## config.mk

```make
export PLATFORM = sky130hd
export DESIGN_NAME = uart_tx_frame
export DESIGN_NICKNAME = d
export VERILOG_FILES = /design/src/rtl/uart_pkg.sv /design/src/rtl/uart_tx_fifo.sv /design/src/rtl/uart_tx_frame.sv
export SDC_FILE = /design/constraint.sdc
export NUM_CORES = 1
export LEC_CHECK = 0
export ABC_AREA = 1
export CORE_ASPECT_RATIO = 1.2
export CORE_MARGIN = 2
export CORE_UTILIZATION = 50
export DETAILED_ROUTE_END_ITERATION = 10
export GPL_ROUTABILITY_DRIVEN = 0
export PLACE_DENSITY = 0.65
export REMOVE_ABC_BUFFERS = 1
export SETUP_SLACK_MARGIN = 0.5
export SKIP_CTS_REPAIR_TIMING = 1
export SYNTH_ARGS = -nofsm -noshare
export SYNTH_HDL_FRONTEND = slang
export SYNTH_HIERARCHICAL = 1
export SYNTH_SLANG_ARGS = --single-unit
```

## constraint.sdc

```tcl
create_clock -name clk -period 3.8 [get_ports clk]
set_input_delay 0.38 -clock clk [delete_from_list [all_inputs] [get_ports clk]]
set_output_delay 0.38 -clock clk [all_outputs]
set_load 0.05 [all_outputs]
```

## src/rtl/uart_pkg.sv

```systemverilog
// Shared UART types and counter-width helpers for the TX frame path and the FIFO.
// ST_BREAK is only reachable when UART_TX_BREAK_EN is defined.
package uart_pkg;

  typedef enum logic [1:0] {
    PAR_NONE = 2'd0,
    PAR_EVEN = 2'd1,
    PAR_ODD  = 2'd2
  } parity_e;

  typedef enum logic [2:0] {
    ST_IDLE   = 3'd0,
    ST_START  = 3'd1,
    ST_DATA   = 3'd2,
    ST_PARITY = 3'd3,
    ST_STOP   = 3'd4,
    ST_BREAK  = 3'd5
  } tx_state_e;

  localparam int STOP_CNT_W = 1;

  function automatic int tick_cnt_w(input int sampling);
    return (sampling > 2) ? $clog2(sampling) : 1;
  endfunction

  function automatic int bit_cnt_w(input int data_width);
    return $clog2(data_width + 1);
  endfunction

endpackage

```

## src/rtl/uart_tx_fifo.sv

```systemverilog
// Synchronous FIFO with registered full/empty/count; a push while full is dropped.
// Shared by the UART TX and RX paths.
module uart_tx_fifo #(
  parameter int DATA_WIDTH = 8,
  parameter int FIFO_DEPTH = 4
) (
  input  logic                          clk,
  input  logic                          reset,
  input  logic                          i_push,
  input  logic [DATA_WIDTH-1:0]         i_data,
  input  logic                          i_pop,
  output logic [DATA_WIDTH-1:0]         o_data,
  output logic                          o_full,
  output logic                          o_empty,
  output logic [$clog2(FIFO_DEPTH):0]   o_count
);

  localparam int AW    = $clog2(FIFO_DEPTH);
  localparam int CNT_W = AW + 1;

  logic [DATA_WIDTH-1:0] r_mem [FIFO_DEPTH];
  logic [AW-1:0]         r_wr_ptr;
  logic [AW-1:0]         r_rd_ptr;
  logic [CNT_W-1:0]      r_count;
  logic                  r_full;
  logic                  r_empty;
  logic                  w_do_push;
  logic                  w_do_pop;
  logic [CNT_W-1:0]      w_count_next;

  assign w_do_push    = i_push && !r_full;
  assign w_do_pop     = i_pop && !r_empty;
  assign w_count_next = r_count + {{AW{1'b0}}, w_do_push} - {{AW{1'b0}}, w_do_pop};

  always_ff @(posedge clk) begin
    if (reset) begin
      r_wr_ptr <= '0;
      r_rd_ptr <= '0;
      r_count  <= '0;
      r_full   <= 1'b0;
      r_empty  <= 1'b1;
    end else begin
      if (w_do_push) r_wr_ptr <= r_wr_ptr + AW'(1);
      if (w_do_pop)  r_rd_ptr <= r_rd_ptr + AW'(1);
      r_count <= w_count_next;
      r_full  <= (w_count_next == CNT_W'(FIFO_DEPTH));
      r_empty <= (w_count_next == '0);
    end
  end

  // Storage is not reset; the pointers alone define what is valid.
  always_ff @(posedge clk) begin
    if (w_do_push) r_mem[r_wr_ptr] <= i_data;
  end

  assign o_data  = r_mem[r_rd_ptr];
  assign o_full  = r_full;
  assign o_empty = r_empty;
  assign o_count = r_count;

endmodule

```

## src/rtl/uart_tx_frame.sv

```systemverilog
// UART transmitter: input FIFO, per-frame parity/stop latching, b_tick-timed bits.
// Optional line break generation is enabled with the UART_TX_BREAK_EN macro.
module uart_tx_frame
  import uart_pkg::*;
#(
  parameter int DATA_WIDTH = 8,
  parameter int SAMPLING   = 16,
  parameter int FIFO_DEPTH = 4
) (
  input  logic                          clk,
  input  logic                          reset,
  input  logic                          b_tick,
  input  logic                          s_valid,
  output logic                          s_ready,
  input  logic [DATA_WIDTH-1:0]         s_data,
  input  logic [1:0]                    cfg_parity,
  input  logic                          cfg_stop2,
  output logic [$clog2(FIFO_DEPTH):0]   fifo_count,
  output logic                          tx_busy,
  output logic                          tx
`ifdef UART_TX_BREAK_EN
  ,
  input  logic                          brk
`endif
);

  localparam int TICK_W = tick_cnt_w(SAMPLING);
  localparam int BIT_W  = bit_cnt_w(DATA_WIDTH);

  tx_state_e             r_state;
  tx_state_e             w_state_next;
  logic [TICK_W-1:0]     r_tick;
  logic [BIT_W-1:0]      r_bit_cnt;
  logic [STOP_CNT_W-1:0] r_stop_cnt;
  logic [DATA_WIDTH-1:0] r_shift;
  logic                  r_par_acc;
  parity_e               r_par_cfg;
  logic                  r_stop2;
  logic                  r_tx;
  logic                  r_busy;
  logic                  w_tx_next;
  logic                  w_busy_next;
  logic                  w_pop;
  logic                  w_counting;
  logic                  w_bit_end;
  logic                  w_fifo_full;
  logic                  w_fifo_empty;
  logic [DATA_WIDTH-1:0] w_fifo_data;

  uart_tx_fifo #(
    .DATA_WIDTH (DATA_WIDTH),
    .FIFO_DEPTH (FIFO_DEPTH)
  ) u_fifo (
    .clk     (clk),
    .reset   (reset),
    .i_push  (s_valid),
    .i_data  (s_data),
    .i_pop   (w_pop),
    .o_data  (w_fifo_data),
    .o_full  (w_fifo_full),
    .o_empty (w_fifo_empty),
    .o_count (fifo_count)
  );

  assign s_ready    = !w_fifo_full;
  assign w_counting = (r_state == ST_START) || (r_state == ST_DATA) ||
                      (r_state == ST_PARITY) || (r_state == ST_STOP);
  assign w_bit_end  = w_counting && b_tick && (r_tick == TICK_W'(SAMPLING - 1));

  // State register plus the datapath that moves with it.
  always_ff @(posedge clk) begin
    if (reset) begin
      r_state    <= ST_IDLE;
      r_tick     <= '0;
      r_bit_cnt  <= '0;
      r_stop_cnt <= '0;
      r_shift    <= '0;
      r_par_acc  <= 1'b0;
      r_par_cfg  <= PAR_NONE;
      r_stop2    <= 1'b0;
    end else begin
      r_state <= w_state_next;
      if (w_pop) begin
        r_shift    <= w_fifo_data;
        r_par_cfg  <= (cfg_parity == 2'd3) ? PAR_NONE : parity_e'(cfg_parity);
        r_stop2    <= cfg_stop2;
        r_par_acc  <= 1'b0;
        r_tick     <= '0;
        r_bit_cnt  <= '0;
        r_stop_cnt <= '0;
      end else if (w_counting && b_tick) begin
        r_tick <= w_bit_end ? '0 : r_tick + TICK_W'(1);
        if (w_bit_end && r_state == ST_DATA) begin
          r_par_acc <= r_par_acc ^ r_shift[0];
          r_shift   <= r_shift >> 1;
          r_bit_cnt <= r_bit_cnt + BIT_W'(1);
        end
        if (w_bit_end && r_state == ST_STOP) begin
          r_stop_cnt <= STOP_CNT_W'(r_stop2 && (r_stop_cnt == '0));
        end
      end
`ifdef UART_TX_BREAK_EN
      // The post-break recovery period is always a single stop bit.
      if (r_state == ST_BREAK) r_stop2 <= 1'b0;
`endif
    end
  end

  always_comb begin
    w_state_next = r_state;
    w_pop        = 1'b0;
    case (r_state)
      ST_IDLE: begin
`ifdef UART_TX_BREAK_EN
        if (brk) w_state_next = ST_BREAK;
        else
`endif
        if (!w_fifo_empty) begin
          w_state_next = ST_START;
          w_pop        = 1'b1;
        end
      end
      ST_START:  if (w_bit_end) w_state_next = ST_DATA;
      ST_DATA: begin
        if (w_bit_end && r_bit_cnt == BIT_W'(DATA_WIDTH - 1)) begin
          w_state_next = (r_par_cfg == PAR_NONE) ? ST_STOP : ST_PARITY;
        end
      end
      ST_PARITY: if (w_bit_end) w_state_next = ST_STOP;
      ST_STOP: begin
        if (w_bit_end && (!r_stop2 || r_stop_cnt != '0)) begin
          if (!w_fifo_empty) begin
            w_state_next = ST_START;
            w_pop        = 1'b1;
          end else begin
            w_state_next = ST_IDLE;
          end
        end
      end
`ifdef UART_TX_BREAK_EN
      ST_BREAK:  if (!brk) w_state_next = ST_STOP;
`endif
      default:   w_state_next = ST_IDLE;
    endcase
  end

  always_comb begin
    w_tx_next   = 1'b1;
    w_busy_next = 1'b1;
    case (r_state)
      ST_IDLE:   w_busy_next = 1'b0;
      ST_START:  w_tx_next   = 1'b0;
      ST_DATA:   w_tx_next   = r_shift[0];
      ST_PARITY: w_tx_next   = (r_par_cfg == PAR_ODD) ? ~r_par_acc : r_par_acc;
      ST_STOP:   w_tx_next   = 1'b1;
      ST_BREAK:  w_tx_next   = 1'b0;
      default: begin
        w_tx_next   = 1'b1;
        w_busy_next = 1'b0;
      end
    endcase
  end

  always_ff @(posedge clk) begin
    if (reset) begin
      r_tx   <= 1'b1;
      r_busy <= 1'b0;
    end else begin
      r_tx   <= w_tx_next;
      r_busy <= w_busy_next;
    end
  end

  assign tx      = r_tx;
  assign tx_busy = r_busy;

endmodule

```

# Word-level counts from Yosys, hierarchy flattened
# Memory sizes are Yosys's and may differ from the RTL's. A register that Yosys moved wholly into a read port is not among the register bits.
# Cells that the tools add are included.
# op_classes
add_sub_neg	6
eq_ne	15
n_mux	23
n_bitwise	3
n_reduce_logical	28
# op_table
cell	n
$mux W8	3
$mux W3	6
$pmux W3 S5	1
$eq A3 B3 Y1 const B	3
$logic_and A1 B1 Y1	9
$add A4 B1 Y4 const B	2
$mux W1	7
$eq A3 B2 Y1 const B	2
$logic_not A3 Y1	2
$mux W2	3
$ne A2 B2 Y1 const B	3
$reduce_and A2 Y1	3
$reduce_and A5 Y1	1
$reduce_or A5 Y1	1
$add A2 B1 Y2 const B	2
$eq A2 B2 Y1 const B	2
$eq A4 B3 Y1 const B	1
$eq A4 B4 Y1 const B	1
$logic_or A1 B1 Y1	4
$mux W4	1
$ne A2 B1 Y1 const B	2
$reduce_bool A2 Y1	2
$reduce_or A2 Y1	2
$add A3 B1 Y3	1
8 further kinds	11
# word_totals
regBits	35
mem_bits_rw	32
in_bits	15
wordCells	91
memories	1
# mem_list
memory	words	width	read_ports	rd_ports_with_merged_regs	write_ports	line_no	source
u_fifo.r_mem	4	8	1	1	1	uart_tx_fifo.sv:21	logic [DATA_WIDTH-1:0] r_mem [FIFO_DEPTH];

# Longest topological paths before layout
# logic_depth
ltp_word	12
ltp_mapped	21
depth_no_buf	19

# Modules after synthesis
# The synthesis kept the hierarchy.
# by_module_without_submodules
mod	instances	cells_each	area_each_um2	seq_area_each_um2
uart_tx_fifo	1	148	1730.4	1181.1
uart_tx_frame	1	210	1539.0	520.5

# Least setup slack after synthesis
# No wires, ideal clock.
# synth_timing
path_type	flip-flop to flip-flop
start	register r_tick[0]
end	register u_fifo.r_full, in the netlist u_fifo/o_full
arrival_time_ps	2653
required_ps	3736
setup_slack_ps	1084
stages_incl_launch_ff	20
path_buffers	1
period_less_slack_ps	2716
path_cell_list	dfxtp_1 > ha_1 > inv_1 > nor2_2 > nand4_4 > nand2_4 > nand2_4 > buf_12 > inv_2 > inv_1 > nor2_2 > ha_1 > inv_1 > ha_1 > inv_1 > fa_1 > inv_1 > nor2_1 > nand3_1 > nor2_1
# synth_via
elab_chain_len	8
# synth_lines
element	line_no	source
start, declared	uart_tx_frame.sv:32	logic [TICK_W-1:0] r_tick;
start signal, assigned	uart_tx_frame.sv:92	r_tick <= w_bit_end ? '0 : r_tick + TICK_W'(1);
$eq A4 B4 Y1	uart_tx_frame.sv:68	assign w_bit_end = w_counting && b_tick && (r_tick == TICK_W'(SAMPLING - 1));
$logic_and A1 B1 Y1	uart_tx_frame.sv:68	
$logic_and A1 B1 Y1	uart_tx_frame.sv:131	if (w_bit_end && (!r_stop2 || r_stop_cnt != '0)) begin
$mux W1	uart_tx_frame.sv:131	
$pmux W1 S2	uart_tx_frame.sv:112	case (r_state)
via w_pop	uart_tx_frame.sv:43	logic w_pop;
$logic_and A1 B1 Y1	uart_tx_fifo.sv:32	assign w_do_pop = i_pop && !r_empty;
via u_fifo.w_do_pop	uart_tx_fifo.sv:28	logic w_do_pop;
$sub A3 B1 Y3	uart_tx_fifo.sv:33	assign w_count_next = r_count + {{AW{1'b0}}, w_do_push} - {{AW{1'b0}}, w_do_pop};
$eq A3 B3 Y1	uart_tx_fifo.sv:46	r_full <= (w_count_next == CNT_W'(FIFO_DEPTH));
end signal, assigned	uart_tx_fifo.sv:46	
end, declared	uart_tx_fifo.sv:25	logic r_full;
# The timed path passes the listed nets, and every way through them passes these cells.
# A chain may end at the register's enable or synchronous reset.

# Worst setup path in the final report
# layout_timing
start	register r_tick[1]
end	register u_fifo.r_full, in the netlist u_fifo/o_full
# Same word-level chain as after synthesis.

==> flow_metrics.tcl <==
set metrics [dict create \
    min_path_type "reg -> reg" \
    ioPinCount 21 \
    slew_headroom_pct 43.1 \
    ir_drop_uv 380 \
    hold_start "r_shift[7]$_SDFFE_PP0P_" \
    rows 32 \
    initial_core_util_pct 51.4 \
    cp-start-kind "flip-flop" \
    cts.path.max_buffers 2 \
    drt_wl_total_um 5720 \
    drt_iter0_markers 88 \
    outcome "finished clean" \
    numCtsBuffers 9 \
    worst_pin_slew_ns 0.850 \
    grt_max_degree 21 \
    finalWorstPathRequiredPeriod_ns 3.03 \
    final_common_cell "nand2_1" \
    worstPathCellList "ha_1 > inv_1 > nor2_2 > nand4_4 > nand2_4 > nand2_4 > inv_2 > inv_1 > nor2_2 > ha_1 > inv_1 > ha_1 > inv_1 > fa_1 > inv_1 > nor2_1 > nand3_1 > nor2_1" \
    clock_latency_ns 0.32 \
    switching_share_pct 37.1 \
    cellPowerDensity_nw_per_um2 645 \
    cp-end-kind "flip-flop" \
    clk_pin_slew_worst_paths_ns 0.07 \
    drv_cap 0 \
    yosysSeqAreaShare_pct 52.0 \
    pwr-share-comb_pct 32.6 \
    die_w_um 77.8 \
    antenna_cells 0 \
    power.switching_mw 0.882 \
    coreArea_um2 6370 \
    critPathRequiredTime_ns 4.07 \
    whs_ns 0.479 \
    min_path_cells 2 \
    final_nets 406 \
    dp_hpwl_um 3960 \
    intPower_mw 1.49 \
    drc 0 \
    synth_cells 358 \
    drv_slew 0 \
    min_period_over_period_pct 79.8 \
    clock_tree.root_cell "clkbuf_8" \
    wl_per_cell_um 12.1 \
    fin_ws_ns 0.769 \
    ff2ff_setup_slack_ns 0.77 \
    synth_area_um2 3270 \
    regToRegEndpoint "u_fifo/o_full$_SDFF_PP0_" \
    arrival_ns 3.30 \
    area_growth_pct 12.6 \
    seq_power_share_pct 43.0 \
    fin_setup_tns_ns 0 \
    postRouteAntennaNets 0 \
    path_depth 18 \
    drtPass1Iterations 4 \
    cts_tree "yes" \
    ys_ff_latch 69 \
    fin_skew_ns 0.00446 \
    synth_cell_types 36 \
    crit_slowest_cell "fa_1" \
    r2r.worst_path.cells 18 \
    grt_pass1_vias 2149 \
    power_frac_clock_pct 24.4 \
    final_util_pct 57.8 \
    p_leak_nw 1.42 \
    final_cell_mix "nand2_1 (65), nor2_1 (49), inv_1 (45)" \
    synth_edf_count 32 \
    path_max_fanout 20 \
    grt_pass1_wl_um 9690 \
    grt_setup_unrepaired "no" \
    track_usage_pct 17.1 \
    hold_viol_final 0 \
    crit_buf_inv 6 \
    synth-async-reset-ratio_pct 0 \
    crit_path_start "r_tick[1]$_SDFFE_PP0P_" \
    io_buffers 20 \
    avgSynthCellArea_um2 9.13 \
    r2r-start "r_tick[1]$_SDFFE_PP0P_" \
    crit_type "reg -> reg" \
    dieHeight_um 92.6 \
    max_freq_mhz 330 \
    die_area_um2 7200 \
    htreeDepth 3 \
    dp_worst_setup_slack_ns 0.598 \
    cp_common_cell "inv_1" \
    synthFlopType "dfxtp_1" \
    vias_per_cell 5.05 \
    grt_overflow 0 \
    crit_family "simple AND/OR/NAND/NOR gates" \
    cts_sinks 69 \
    hold_path_end "r_shift[7]$_SDFFE_PP0P_" \
    vias 2383 \
    slowest_delay_ns 0.49 \
    grt_antenna_before_repair 0 \
    drive_above_1_share_pct 13.4 \
    fillCellCount 569 \
    setup_violations 0 \
    synth_warnings 6 \
]
worst max path at each step:
stage / to
2_1_floorplan: u_fifo/o_full$_SDFF_PP0_
3_3_place_gp: u_fifo/o_full$_SDFF_PP0_
3_5_place_dp: u_fifo/o_full$_SDFF_PP0_
4_1_cts: u_fifo/o_full$_SDFF_PP0_
5_1_grt: u_fifo/o_full$_SDFF_PP0_
6_report: u_fifo/o_full$_SDFF_PP0_
worst min-delay path, delay by kind of cell, from the launching register on:
kind | cells | cell delay (ns)
compound gates | 1 | 0.05
simple gates | 1 | 0.06
flops | 1 | 0.32
power groups by stage:
stage / logic, mW / clock network [mW] / registers, mW
after floorplan: 0.543 / 0 / 1.08
final: 0.776 / 0.579 / 1.02
after global placement: 0.767 / 0 / 1.04
after global routing: 0.875 / 0.628 / 1.04
after CTS: 0.781 / 0.595 / 1.02
after detailed placement: 0.777 / 0 / 1.04
registers in the layout, summed over array words and instances (netlist names), 2 cells and up, named ones only:
name and count:
r_bit_cnt 4, r_par_cfg 2, r_shift 8, r_state 3
r_tick 4, u_fifo/o_count 3, u_fifo/r_mem 32, u_fifo/r_rd_ptr 2
u_fifo/r_wr_ptr 2
through the flow:
step / cell area, um^2 / instances / total power, mW
6_report: 3680 / 472 / 2.38
4_1_cts: 3680 / 472 / 2.40
3_3_place_gp: 3480 / 456 / 1.80
3_5_place_dp: 3480 / 456 / 1.82
5_1_grt: 3680 / 472 / 2.55
2_1_floorplan: 3160 / 349 / 1.62
synth_stat cells (all sizes together) (2+ instances only):
master | count | share of area, %
nor3 | 5 | 0.77
a21oi | 22 | 4.2
nand2 | 70 | 8.9
buf | 8 | 3.2
nor2 | 54 | 6.7
inv | 47 | 5.4
edfxtp | 32 | 29
o21ai | 24 | 4.2
nand4 | 4 | 1.2
o22ai | 9 | 1.9
ha | 8 | 3.1
dfxtp | 37 | 23
nand3 | 28 | 5.7
xor2 | 2 | 0.54
kinds of logic after synthesis:
family / after synthesis / share of synthesized area [%]
AO/OA/AOI/OAI: 57 / 10.8
XOR/XNOR: 3 / 0.804
adder cells (fa/ha/maj): 9 / 3.67
buffers and inverters: 56 / 8.69
flip-flops: 69 / 52.0
AND/OR/NAND/NOR: 164 / 24.0
routing by layer:
metal	share of wire (%)	track usage [%]	up-vias
met5	0	0	-
met4	1.3	7.14	0
met3	2.3	3.22	8
met2	51	30.4	39
met1	45	20.2	1104
li1	-	-	1232
cell type report:
| type | instances | area, um^2 | area share (%) |
|---|---|---|---|
| clock buffer | 9 | 124 | 3.36 |
| clock inverter | 7 | 75.1 | 2.04 |
| inverter | 47 | 176 | 4.79 |
| multi-input combinational | 233 | 1280 | 34.9 |
| sequential | 69 | 1700 | 46.2 |
| tap | 85 | 106 | 2.89 |
| timing repair buffer | 22 | 215 | 5.84 |
Note: power is estimated with default switching activity, not from simulation.
==> RTL edit: new RTL, config.mk and constraints unchanged <==
The output `tx` loses its register stage (`r_tx` becomes a continuous assignment).
--- a/src/rtl/uart_tx_frame.sv
+++ b/src/rtl/uart_tx_frame.sv
@@ -163,13 +163,13 @@
 
   always_ff @(posedge clk) begin
     if (reset) begin
-      r_tx   <= 1'b1;
       r_busy <= 1'b0;
     end else begin
-      r_tx   <= w_tx_next;
       r_busy <= w_busy_next;
     end
   end
+
+  assign r_tx = w_tx_next;
 
   assign tx      = r_tx;
   assign tx_busy = r_busy;
Behaviour: not the same (Yosys sat finds a counterexample within 4 cycles, from zero or initial values and one cycle with reset high).
==> RTL edit against the unedited design <==
- sequential cell count shrank 1
- critical path depth unchanged
- maximum frequency increased by 1.9%
- power rose by 5.1%
- final area grew 0.44%
- wire length down 1.8%
- synthesized area about the same
- setup slack better by 0.057 ns
- critical endpoint unchanged
==> RTL edit: results (changes against the unedited design) <==
hpwlAfterDp_um: 4041  # +2.0%
synth_cell_type_count: 37  # +2.8%
final_nets: 394  # -3.0%
cellLeakagePower_nw: 1.448  # +1.6%
detail_route.wirelength_um: 5619  # -1.8%
first_pass_grt_wire_length_um: 9901  # +2.2%
worst_skew_pair.late_latency_ns: 0.33
peakVddDrop_mv: 0.3033  # -20%
outcome: "complete, no violations"
clk_path_buf_depth: 2  # unchanged
clockRootBuffer: "clkbuf_8"
via_count: 2310  # -3.1%
post_route_cells_drive_above_1_share_pct: 15.73  # +2.3 points
numCtsBuffers: 9  # unchanged
r2r_slack_ns: 0.83  # +0.06 ns
worstPathArrival_ns: 3.24  # -0.06 ns
met1_usage_pct: 20.05  # -0.15 points
dpl.cell_count: 444  # -2.6%
drt-met1-wl_um: 2539  # -1.6%
synth.area.top_cells: "edfxtp_1 29%, dfxtp_1 22%, nand2_1 5.5%"
grt.met3_usage_pct: 2.924  # -0.29 points
routed-wl-met3_um: 122  # -9.0%
hp-class: "reg -> reg"
timing.reg2reg.worst_path_depth: 18  # unchanged
dp_worst_slack_ns: 0.6479  # +0.04947 ns
finish.cell_count_without_fillers: 460  # -2.5%
top_layer: "met4"
commonest_cells_post_synth: "48 x nand2_1, 47 x inv_1, 43 x nor2_1"
fillerInstances: 561  # -1.4%
synth.yosys.warnings: 6  # unchanged
vias_in_the_first_global_route: 2223  # +3.4%
synthArstFlopShare_pct: 0  # unchanged
cp_top_family: "adder cells"
worst_setup_path_startpoint: "r_tick[0]"
cts_max_level: 3  # unchanged
detailroute.wirelength.met2_um: 2926  # -0.17%
number_of_design_rule_violations_left_by_the_first_detailed_router_iteration: 105  # +19%
seq_area_frac_synth_pct: 51.47  # -0.57 points
worst_pin_slew_ns: 0.7949  # -0.05508 ns
r2r-end: "u_fifo/o_full"
avgSynthCellArea_um2: 9.442  # +3.4%
top_fanout_value_on_the_critical_path: 19  # -5.0%
io_buffer_count: 20  # unchanged
largest_net_degree_at_the_start_of_global_routing: 20  # -4.8%
grt.met2_usage_pct: 31.47  # +1.1 points
track_usage_pct: 17.54  # +0.39 points
finalClockSkew_ns: 0.004848  # +0.0003835 ns
## RTL edit: changes by cell type after synthesis, sizes merged, moves of 2 or more
cell   change
nand4      +2
inv        +2
nor2       -8
nand3     +10
nand2     -15
o21ai      +2
## RTL edit: logic make-up after synthesis
| family | after synthesis | share of synthesized area [%] |
|---|---|---|
| xor+xnor | 3 | 0.8044 |
| fa+ha+maj | 9 | 3.677 |
| compound gates | 59 | 11.83 |
| buf+inv | 57 | 8.311 |
| simple gates | 150 | 23.90 |
| flops | 68 | 51.47 |
## RTL edit: cell type report
| type | instances | area [µm²] | area share (%) |
|---|---|---|---|
| Sequential cell | 68 | 1682 | 45.47 |
| Tap cell | 85 | 106.4 | 2.876 |
| Timing Repair Buffer | 21 | 207.7 | 5.616 |
| Inverter | 49 | 183.9 | 4.973 |
| Multi-Input combinational cell | 221 | 1319 | 35.66 |
| Clock buffer | 9 | 123.9 | 3.349 |
| Clock inverter | 7 | 76.32 | 2.064 |
## RTL edit: where the power goes
group          internal, mW  switching (mW)
clock                 0.306           0.269
sequential            0.906           0.111
combinational         0.311           0.595
total                  1.52           0.976
## RTL edit: worst reg2reg max path, delay by kind of cell (launching register included)
kind | cells | cell delay, ns
buffers and inverters | 6 | 0.46
and+or+nand+nor | 8 | 1.00
DFF | 1 | 0.38
adders and majority gates | 4 | 1.08
## RTL edit: stage by stage
stage / util [%] / power, mW / hold slack (ns) / instance area (µm²)
2_1_floorplan: - / 1.714 / 0.4424 / 3179
3_3_place_gp: 54.87 / 1.924 / 0.4665 / 3493
3_5_place_dp: 54.87 / 1.942 / 0.4676 / 3493
4_1_cts: 58.02 / 2.523 / 0.4788 / 3694
5_1_grt: 58.10 / 2.687 / 0.4958 / 3699
6_report: 58.10 / 2.499 / 0.4753 / 3699
